### src/rtl/uart_dac_player.sv
// UART sample receiver feeding a paced R-2R DAC output through a small FIFO.
// Optional 8E1 framing is enabled by defining UART_DAC_PLAYER_PARITY_EN (default build is 8N1).
module uart_dac_player #(
  parameter int RESOLUTION = 12,
  parameter int CLK_FREQ   = 36_750_000,
  parameter int BAUD       = 115_200,
  parameter int DAC_FREQ   = 10_000,
  parameter int FIFO_DEPTH = 16
) (
  input  logic                          clk_i,
  input  logic                          rst_i,
  input  logic                          en_i,
  input  logic                          rx_i,
  output logic [RESOLUTION-1:0]         dac_o,
  output logic                          dac_valid_o,
  output logic [$clog2(FIFO_DEPTH):0]   fifo_level_o,
  output logic                          frame_err_o,
  output logic                          parity_err_o,
  output logic                          sync_err_o,
  output logic                          overflow_o,
  output logic                          underrun_o
);

  localparam int CPB = CLK_FREQ / BAUD;
  localparam int CPS = CLK_FREQ / DAC_FREQ;
  localparam int BW  = $clog2(CPB);
  localparam int SW  = $clog2(CPS + 1);
  localparam int AW  = $clog2(FIFO_DEPTH);

  localparam logic [BW-1:0] BIT_LAST  = BW'(CPB - 1);
  localparam logic [BW-1:0] HALF_LAST = BW'(CPB / 2 - 1);
  localparam logic [BW-1:0] BCNT_ONE  = BW'(1);
  localparam logic [SW-1:0] SMP_LAST  = SW'(CPS - 1);
  localparam logic [SW-1:0] SCNT_ONE  = SW'(1);
  localparam logic [AW:0]   CNT_FULL  = (AW + 1)'(FIFO_DEPTH);
  localparam logic [AW:0]   CNT_ONE   = (AW + 1)'(1);
  localparam logic [AW-1:0] PTR_ONE   = AW'(1);

  typedef enum logic [2:0] {RX_IDLE, RX_START, RX_DATA, RX_PARITY, RX_STOP} rx_state_t;
  typedef enum logic {AS_WAIT_HI, AS_WAIT_LO} as_state_t;

  function automatic logic [RESOLUTION-1:0] f_assemble(input logic [6:0] hi, input logic [6:0] lo);
    logic [13:0] s;
    s = {hi, lo};
    return s[RESOLUTION-1:0];
  endfunction

`ifdef UART_DAC_PLAYER_PARITY_EN
  function automatic logic f_parity_odd(input logic [7:0] d, input logic p);
    return ^{d, p};
  endfunction
`endif

  // input synchroniser; r_rx_d only serves falling-edge detection
  logic r_rx_m, r_rx_s, r_rx_d;
  always_ff @(posedge clk_i) begin
    if (rst_i) begin
      r_rx_m <= 1'b1;
      r_rx_s <= 1'b1;
      r_rx_d <= 1'b1;
    end else begin
      r_rx_m <= rx_i;
      r_rx_s <= r_rx_m;
      r_rx_d <= r_rx_s;
    end
  end

  logic w_fall;
  assign w_fall = r_rx_d & ~r_rx_s;

  rx_state_t      r_rx_state;
  logic [BW-1:0]  r_bcnt;
  logic [2:0]     r_bidx;
  logic [7:0]     r_shift;
  logic [7:0]     r_byte;
  logic           r_byte_vld;
  logic           r_frame_err;
`ifdef UART_DAC_PLAYER_PARITY_EN
  logic           r_par;
  logic           r_parity_err;
`endif

  // receiver: byte strobe lands one cycle after the stop-bit sample
  always_ff @(posedge clk_i) begin
    if (rst_i) begin
      r_rx_state   <= RX_IDLE;
      r_bcnt       <= '0;
      r_bidx       <= '0;
      r_byte_vld   <= 1'b0;
      r_frame_err  <= 1'b0;
`ifdef UART_DAC_PLAYER_PARITY_EN
      r_parity_err <= 1'b0;
`endif
    end else begin
      r_byte_vld   <= 1'b0;
      r_frame_err  <= 1'b0;
`ifdef UART_DAC_PLAYER_PARITY_EN
      r_parity_err <= 1'b0;
`endif
      case (r_rx_state)
        RX_IDLE: begin
          if (w_fall) begin
            r_rx_state <= RX_START;
            r_bcnt     <= '0;
          end
        end
        RX_START: begin
          if (r_bcnt == HALF_LAST) begin
            r_bcnt     <= '0;
            r_bidx     <= '0;
            r_rx_state <= r_rx_s ? RX_IDLE : RX_DATA;
          end else begin
            r_bcnt <= r_bcnt + BCNT_ONE;
          end
        end
        RX_DATA: begin
          if (r_bcnt == BIT_LAST) begin
            r_bcnt  <= '0;
            r_shift <= {r_rx_s, r_shift[7:1]};
            r_bidx  <= r_bidx + 3'd1;
            if (r_bidx == 3'd7) begin
`ifdef UART_DAC_PLAYER_PARITY_EN
              r_rx_state <= RX_PARITY;
`else
              r_rx_state <= RX_STOP;
`endif
            end
          end else begin
            r_bcnt <= r_bcnt + BCNT_ONE;
          end
        end
`ifdef UART_DAC_PLAYER_PARITY_EN
        RX_PARITY: begin
          if (r_bcnt == BIT_LAST) begin
            r_bcnt     <= '0;
            r_par      <= r_rx_s;
            r_rx_state <= RX_STOP;
          end else begin
            r_bcnt <= r_bcnt + BCNT_ONE;
          end
        end
`endif
        RX_STOP: begin
          if (r_bcnt == BIT_LAST) begin
            r_bcnt     <= '0;
            r_rx_state <= RX_IDLE;
            if (!r_rx_s) begin
              r_frame_err <= 1'b1;
`ifdef UART_DAC_PLAYER_PARITY_EN
            end else if (f_parity_odd(r_shift, r_par)) begin
              r_parity_err <= 1'b1;
`endif
            end else begin
              r_byte_vld <= 1'b1;
              r_byte     <= r_shift;
            end
          end else begin
            r_bcnt <= r_bcnt + BCNT_ONE;
          end
        end
        default: r_rx_state <= RX_IDLE;
      endcase
    end
  end

  as_state_t               r_as_state;
  logic [6:0]              r_hi;
  logic                    r_push;
  logic [RESOLUTION-1:0]   r_push_data;
  logic                    r_sync_err;

  // sample assembler: a high byte always (re)starts a sample
  always_ff @(posedge clk_i) begin
    if (rst_i) begin
      r_as_state <= AS_WAIT_HI;
      r_push     <= 1'b0;
      r_sync_err <= 1'b0;
    end else begin
      r_push     <= 1'b0;
      r_sync_err <= 1'b0;
      if (r_byte_vld) begin
        if (r_byte[7]) begin
          r_hi       <= r_byte[6:0];
          r_as_state <= AS_WAIT_LO;
        end else if (r_as_state == AS_WAIT_HI) begin
          r_sync_err <= 1'b1;
        end else begin
          r_push      <= 1'b1;
          r_push_data <= f_assemble(r_hi, r_byte[6:0]);
          r_as_state  <= AS_WAIT_HI;
        end
      end
    end
  end

  logic [RESOLUTION-1:0] r_mem [FIFO_DEPTH];
  logic [AW-1:0]         r_wr_ptr, r_rd_ptr;
  logic [AW:0]           r_count;
  logic [SW-1:0]         r_pcnt;
  logic                  r_primed;
  logic                  w_tick, w_empty, w_full, w_pop, w_wr;

  assign w_tick  = en_i && (r_pcnt == SMP_LAST);
  assign w_empty = (r_count == '0);
  assign w_full  = (r_count == CNT_FULL);
  assign w_pop   = w_tick && !w_empty;
  assign w_wr    = r_push && (!w_full || w_pop);

  always_ff @(posedge clk_i) begin
    if (w_wr) r_mem[r_wr_ptr] <= r_push_data;
  end

  // FIFO pointers, pacer and playback outputs
  always_ff @(posedge clk_i) begin
    if (rst_i) begin
      r_wr_ptr    <= '0;
      r_rd_ptr    <= '0;
      r_count     <= '0;
      r_pcnt      <= '0;
      r_primed    <= 1'b0;
      dac_o       <= '0;
      dac_valid_o <= 1'b0;
      overflow_o  <= 1'b0;
      underrun_o  <= 1'b0;
    end else begin
      if (!en_i || w_tick) r_pcnt <= '0;
      else                 r_pcnt <= r_pcnt + SCNT_ONE;
      if (w_wr)  r_wr_ptr <= r_wr_ptr + PTR_ONE;
      if (w_pop) begin
        r_rd_ptr <= r_rd_ptr + PTR_ONE;
        dac_o    <= r_mem[r_rd_ptr];
        r_primed <= 1'b1;
      end
      case ({w_wr, w_pop})
        2'b10:   r_count <= r_count + CNT_ONE;
        2'b01:   r_count <= r_count - CNT_ONE;
        default: r_count <= r_count;
      endcase
      dac_valid_o <= w_pop;
      overflow_o  <= r_push && w_full && !w_pop;
      underrun_o  <= w_tick && w_empty && r_primed;
    end
  end

  assign fifo_level_o = r_count;
  assign frame_err_o  = r_frame_err;
  assign sync_err_o   = r_sync_err;
`ifdef UART_DAC_PLAYER_PARITY_EN
  assign parity_err_o = r_parity_err;
`else
  assign parity_err_o = 1'b0;
`endif

endmodule
### config.mk
export PLATFORM = sky130hd
export DESIGN_NAME = uart_dac_player
export DESIGN_NICKNAME = d
export VERILOG_FILES = /design/src/rtl/uart_dac_player.sv
export SDC_FILE = /design/constraint.sdc
export NUM_CORES = 1
export LEC_CHECK = 0
export ABC_CLOCK_PERIOD_IN_PS = 8200
export CORE_AREA = 5 5 157 159
export CTS_BUF_LIST = sky130_fd_sc_hd__clkbuf_16
export DETAILED_ROUTE_END_ITERATION = 6
export DIE_AREA = 0 0 162 164
export GPL_ROUTABILITY_DRIVEN = 0
export PLACE_DENSITY_LB_ADDON = 0.25
export SETUP_SLACK_MARGIN = 0.3
export SYNTH_ARGS = -nofsm -noshare
export SYNTH_HDL_FRONTEND = slang
export SYNTH_SLANG_ARGS = --single-unit
### constraint.sdc
create_clock -name clk_i -period 8.2 [get_ports clk_i]
set_input_delay 1.64 -clock clk_i [delete_from_list [all_inputs] [get_ports clk_i]]
set_output_delay 1.64 -clock clk_i [all_outputs]
set_load 0.05 [all_outputs]
==> results of run 1 <==
critical path, cell delays in order:
cell             delay (ps)
clkdlybuf4s50_1         550
nand2b_1                130
nor4_4                  320
o21a_1                  300
nand2_1                 190
nor2_1                  950
worst max-delay path by stage:
stage | depth (start not counted) | end | start | slack (ps)
finish | 6 | r_mem[4][11]$_DFFE_PP_ | en_i | 4260
detailed placement | 6 | r_mem[4][6]$_DFFE_PP_ | en_i | 3710
floorplan | 5 | r_mem[0][0]$_DFFE_PP_ | en_i | 4540
global route | 6 | r_mem[4][11]$_DFFE_PP_ | en_i | 4050
global placement | 6 | r_mem[4][6]$_DFFE_PP_ | en_i | 3820
CTS | 6 | r_mem[6][5]$_DFFE_PP_ | en_i | 4270
cell usage after synthesis (all sizes together) (3+ instances only):
cell	number	share of area, %
edfxtp	225	59
dfxtp	64	11
nor2	56	1.8
nand2	52	1.9
mux4	48	9.5
a22oi	24	1.6
clkbuf	24	0.79
a21oi	20	1.2
nor3	15	0.80
ha	13	1.4
xnor2	13	1.0
and3	12	0.67
xor2	12	0.92
buf	11	0.54
nand2b	11	0.63
nand3	8	0.35
nand4	8	0.44
nor2b	7	0.38
inv	6	0.20
o211ai	5	0.37
and4	4	0.31
mux2i	4	0.35
nor3b	4	0.36
nor4	4	0.48
nor4b	3	0.23
o21a	3	0.20
o21ai	3	0.13
or4	3	0.26
layout make-up:
cell class	instances	area (µm²)	share of cell area, %
clock inverter	25	220.2	1.714
tap	290	362.8	2.824
multi-input combinational	362	3174	24.70
sequential	289	8043	62.59
clock buffer	29	725.7	5.648
timing repair buffer	32	297.8	2.317
inverter	7	26.28	0.2045
routing by layer:
layer  share of wire (%)  vias up  global-route usage (%)
li1                    -     2741                       -
met1                  41     3060                   22.87
met2                  51      175                   30.10
met3                 5.0       40                   2.685
met4                 2.7        0                   5.344
met5                   0        -                       0
sequential cells by signal, indices dropped and copies added, names as in the netlist, 5 cells and up:
name          count
dac_o            12
fifo_level_o      5
r_bcnt            9
r_byte            8
r_hi              5
r_mem           192
r_pcnt           12
r_push_data      12
r_shift           8
where the power goes:
| group | switching [W] | total (W) | internal [W] | leakage (nW) |
|---|---|---|---|---|
| logic | 0.0000296 | 0.0000436 | 0.0000140 | 1.15 |
| registers | 0.00000725 | 0.00157 | 0.00156 | 2.54 |
| clock network | 0.000522 | 0.00129 | 0.000768 | 0.494 |
metrics by stage:
| step | area (µm²) | setup WS (ps) | power (W) |
|---|---|---|---|
| CTS | 12850 | 4275 | 0.002927 |
| floorplan | 11380 | 4538 | 0.001631 |
| global placement | 11900 | 3820 | 0.001641 |
| detailed placement | 11900 | 3713 | 0.001642 |
| finish | 12850 | 4258 | 0.002900 |
| global route | 12850 | 4053 | 0.002999 |
logic make-up after synthesis:
logic type	after synthesis
xor gates and xnor gates	25
other	1
buffers and inverters	42
adders and majority gates	13
muxes	52
AOI/OAI and AO/OA	70
and+or+nand+nor	201
DFF	289
==> reports/summary.txt, run 1 <==
Inserted Clock Buffers - 29
CTS Root Cell - clkbuf_16
Clock Latency Late Sink - 540 ps
Die ar. - 0.02657 mm²
# fillers - 1782
Number of nets in the layout - 738
CTS max path bufs - 3
Initial antenna violation count - 0
Post-CTS setup buffer count - 0
Final period util - 48.07%
CTS clk-pin slew, worst paths - 60 ps
Worst hold path endpoint - r_push_data[5]$_DFFE_PP_
Post-route ant nets - 0
Max-Cap Viols - 0
Sequential fraction of the synthesis area - 70.61%
CP Launch Type - primary input
Post-synthesis compound-gate area fraction - 4.748%
Max FO, Critical Path - 12
Ys async rst share - 0%
Synthesized flop and latch total - 289
Worst slew pin tran - 1199 ps
Resized cells post-CTS - 0
Post-DP HPWL - 14760 µm
Via density - 5.818
First-pass GRT wire length - 35290 µm
Setup TNS - 0 ps
Count of final setup violators - 0
Final Core Density - 55.57%
# rows - 56
Proportion of layout cells with a drive suffix above 1 - 18.01%
Core area - 0.02312 mm²
Mapped Cells - 693
Die X - 162 µm
Die Y - 164 µm
Synth Warn # - 0
Worst EP arrival - 4090 ps
Fin Hold WS - 405.8 ps
Total track usage - 17.37%
Area delta synth->final - 12.88%
Netlist Area Pre-Place - 0.01138 mm²
Post-Synth Simple-Gate Area - 9.848%
I/O pin count - 27
Vias in the first global route - 6139
TritonCTS clock tree - done
Initial Util - 49.23%
Post-synth EDFFs - 225
Vias post-DR - 6016
Layout Skew - 16.34 ps
Fin. Hold Viols - 0
Mux cell area share after synthesis - 9.848%
Area share of xor/xnor cells in the synthesized design - 1.923%
P per Cell Area - 225.7 mW/mm²
Outcome - finished, final reports clean
Max Fclk - 253.7 MHz
Initial DRC Count - 537
Drt wl/cell - 21.80 µm
Most frequent cells in the layout - 225 x edfxtp_1, 62 x dfxtp_1, 56 x nor2_1, 48 x mux4_2, 43 x nand2_1
Min-Delay Path Depth - 0
Hold_buf cts - 0
Synthesized Nets - 710
Total leakage power - 4.182 nW
Relative slew slack - 19.76%
Clk sink count - 289
Placed instance count - 980
Drt first pass iters - 5
Setup crit end kind - flop
Commonest non-fill, non-tap cell in the layout - edfxtp_1
Top FF cell, synth - edfxtp_1
Capturing point of the worst reg2reg path - r_mem[4][11]$_DFFE_PP_
HP Start - r_byte[5]$_DFFE_PP_
Fin. max-slew vios - 0
Post-Synth Adder-Cell Area - 1.429%
RSZ-0062 raised after global routing - no
Largest net degree at the start of global routing - 52
Inserted Diodes - 0
CP Data Required Time - 8340 ps
H-tree levels - 1
Minimum clock period - 3942 ps
Cell variety after synth - 65
Buffers on Ports - 25
FF-to-FF setup slack - 5120 ps
HP Class - reg -> reg
Mean post-synth cell area - 16.43 µm²
Fin cells - 1034
DRC viols - 0
Crit Path Category - in -> reg
Reg2reg start - r_pcnt[0]$_SDFF_PP0_
Maximum vdd drop - 0.0001813 V
R2r worst-path depth - 7
Final wirelength - 22540 µm
Largest family of logic cells by synthesized area - simple AND/OR/NAND/NOR gates
GRT Residual Overflow - 0
Note: power is estimated with default switching activity, not from simulation.
==> run 2: changes to the inputs <==
Settings changed: ABC_CLOCK_PERIOD_IN_PS 8200 to 3700.
Clock period 8.2 ns to 3.7 ns, I/O delays scaled along.
==> reports/summary.txt, run 2 (synthesized netlist as in run 1, its figures left out) <==
Outcome - finished, final reports clean
Area delta synth->final - 14.41%
Die ar. - 0.02657 mm² (unchanged)
HP Class - reg -> reg
Fin cells - 1050 (+1.5%)
Final period util - 78.79%
Minimum clock period - 2915 ps
Placed instance count - 997 (+1.7%)
Total leakage power - 4.265 nW (+2.0%)
Buffers on Ports - 25 (unchanged)
DRC viols - 0 (unchanged)
Crit Path Category - reg -> reg
Relative slew slack - 28.94% (+9.2 points)
Final wirelength - 22040 µm (-2.2%)
Vias post-DR - 6022 (+0.10%)
First-pass GRT wire length - 34960 µm (-0.92%)
Setup TNS - 0 ps (unchanged)
Pre-CTS setup slack - 371.7 ps (-3341 ps)
Fin. max-slew vios - 0 (unchanged)
RSZ-0062 raised after global routing - no
Max-Cap Viols - 0 (unchanged)
Inserted Clock Buffers - 29 (unchanged)
CP Launch Type - flop
Clock Latency Late Sink - 530 ps (about the same)
CTS Root Cell - clkbuf_16
GRT Residual Overflow - 0 (unchanged)
Number of nets in the layout - 755 (+2.3%)
CTS max path bufs - 3 (unchanged)
Setup crit end kind - flop
Initial DRC Count - 482 (-10%)
Die X - 162 µm (unchanged)
Post-route ant nets - 0 (unchanged)
# rows - 56 (unchanged)
H-tree levels - 1 (unchanged)
Largest net degree at the start of global routing - 46 (-12%)
Worst EP arrival - 3330 ps (-760 ps)
Layout Skew - 14.59 ps (-1.745 ps)
Drt first pass iters - 5 (unchanged)
Initial Util - 49.23% (unchanged)
CTS clk-pin slew, worst paths - 60 ps (about the same)
Most frequent cells in the layout - 225 x edfxtp_1, 62 x dfxtp_1, 56 x nor2_1, 48 x mux4_2, 43 x nand2_1
Core area - 0.02312 mm² (unchanged)
Clk sink count - 289 (unchanged)
Vias in the first global route - 6208 (+1.1%)
Inserted Diodes - 0 (unchanged)
Max reg flops - 192 (unchanged)
TritonCTS clock tree - done
Die Y - 164 µm (unchanged)
Drt wl/cell - 20.99 µm (-3.7%)
Max Fclk - 343.0 MHz
Resized cells post-CTS - 0 (unchanged)
Total track usage - 16.86% (-0.51 points)
Post-CTS setup buffer count - 0 (unchanged)
Fin. Hold Viols - 0 (unchanged)
Via density - 5.735 (-1.4%)
Fin Hold WS - 423.7 ps (+17.91 ps)
# fillers - 1765 (-0.95%)
Count of final setup violators - 0 (unchanged)
Commonest non-fill, non-tap cell in the layout - edfxtp_1
Maximum vdd drop - 0.0003529 V (+95%)
Max FO, Critical Path - 6 (-6)
Worst slew pin tran - 1064 ps (-135.4 ps)
Proportion of layout cells with a drive suffix above 1 - 21.05% (+3.0 points)
Biggest register - r_mem
Fin worst setup slack - 784.6 ps (-3473 ps)
CP Data Required Time - 4110 ps (-4230 ps)
I/O pin count - 27 (unchanged)
Post-DP HPWL - 14320 µm (-2.9%)
Hold_buf cts - 0 (unchanged)
P per Cell Area - 501.8 mW/mm² (+120%)
Initial antenna violation count - 0 (unchanged)
run 2: changes by cell type in the layout (fill, tap and decap cells not counted), sizes merged:
cell	change
clkinvlp	+4
inv	-8
buf	+17
clkinv	+1
bufinv	-1
clkbuf	+3
run 2: layout make-up:
cell class                      instances  area, µm²  share of cell area [%]
Sequential cell                       289       8043                   61.75
Timing Repair Buffer                   49      425.4                   3.266
Tap cell                              290      362.8                   2.786
Multi-Input combinational cell        362       3174                   24.37
Inverter                                7      26.28                  0.2017
Clock buffer                           32      800.8                   6.149
Clock inverter                         21      191.4                   1.470
run 2: metrics by stage:
stage	area (µm²)	power, W	util, %
2_1_floorplan	11380	0.003615	-
3_3_place_gp	12030	0.003637	52.03
3_5_place_dp	12030	0.003640	52.03
4_1_cts	13020	0.006590	56.33
5_1_grt	13020	0.006758	56.33
6_report	13020	0.006535	56.33
run 2: final timing paths:
path	start	to	slack, ps	cells past startpoint
worst max-delay path	r_pcnt[6]$_SDFF_PP0_	fifo_level_o[4]$_SDFFE_PP0P_	780	10
worst min-delay path	r_hi[4]$_DFFE_PP_	r_push_data[11]$_DFFE_PP_	420	0
worst max register to register	r_pcnt[6]$_SDFF_PP0_	fifo_level_o[4]$_SDFFE_PP0P_	780	10
worst min register to register	r_hi[4]$_DFFE_PP_	r_push_data[11]$_DFFE_PP_	420	0
run 2: per-layer routing:
metal,wire [µm],vias up,global-route usage [%]
li1,-,2776,-
met1,9834,3076,23.39
met2,10910,136,28.63
met3,855,34,2.560
met4,445,0,3.768
met5,0,-,0
run 2: where the power goes:
part           switching [W]  leakage (nW)  internal [W]
sequential         0.0000176          2.54       0.00346
clock                0.00119         0.485       0.00177
combinational      0.0000678          1.24     0.0000309
run 2: critical path, stage by stage, from the launching register on:
cell and delay [ps]:
dfxtp_1 440, or3b_1 400, nor4_1 350, nand2_1 240, xnor2_1 180, ha_1 250, or3_1 320, a21oi_1 210
nor4b_1 80, a41oi_1 200, nand4_1 110
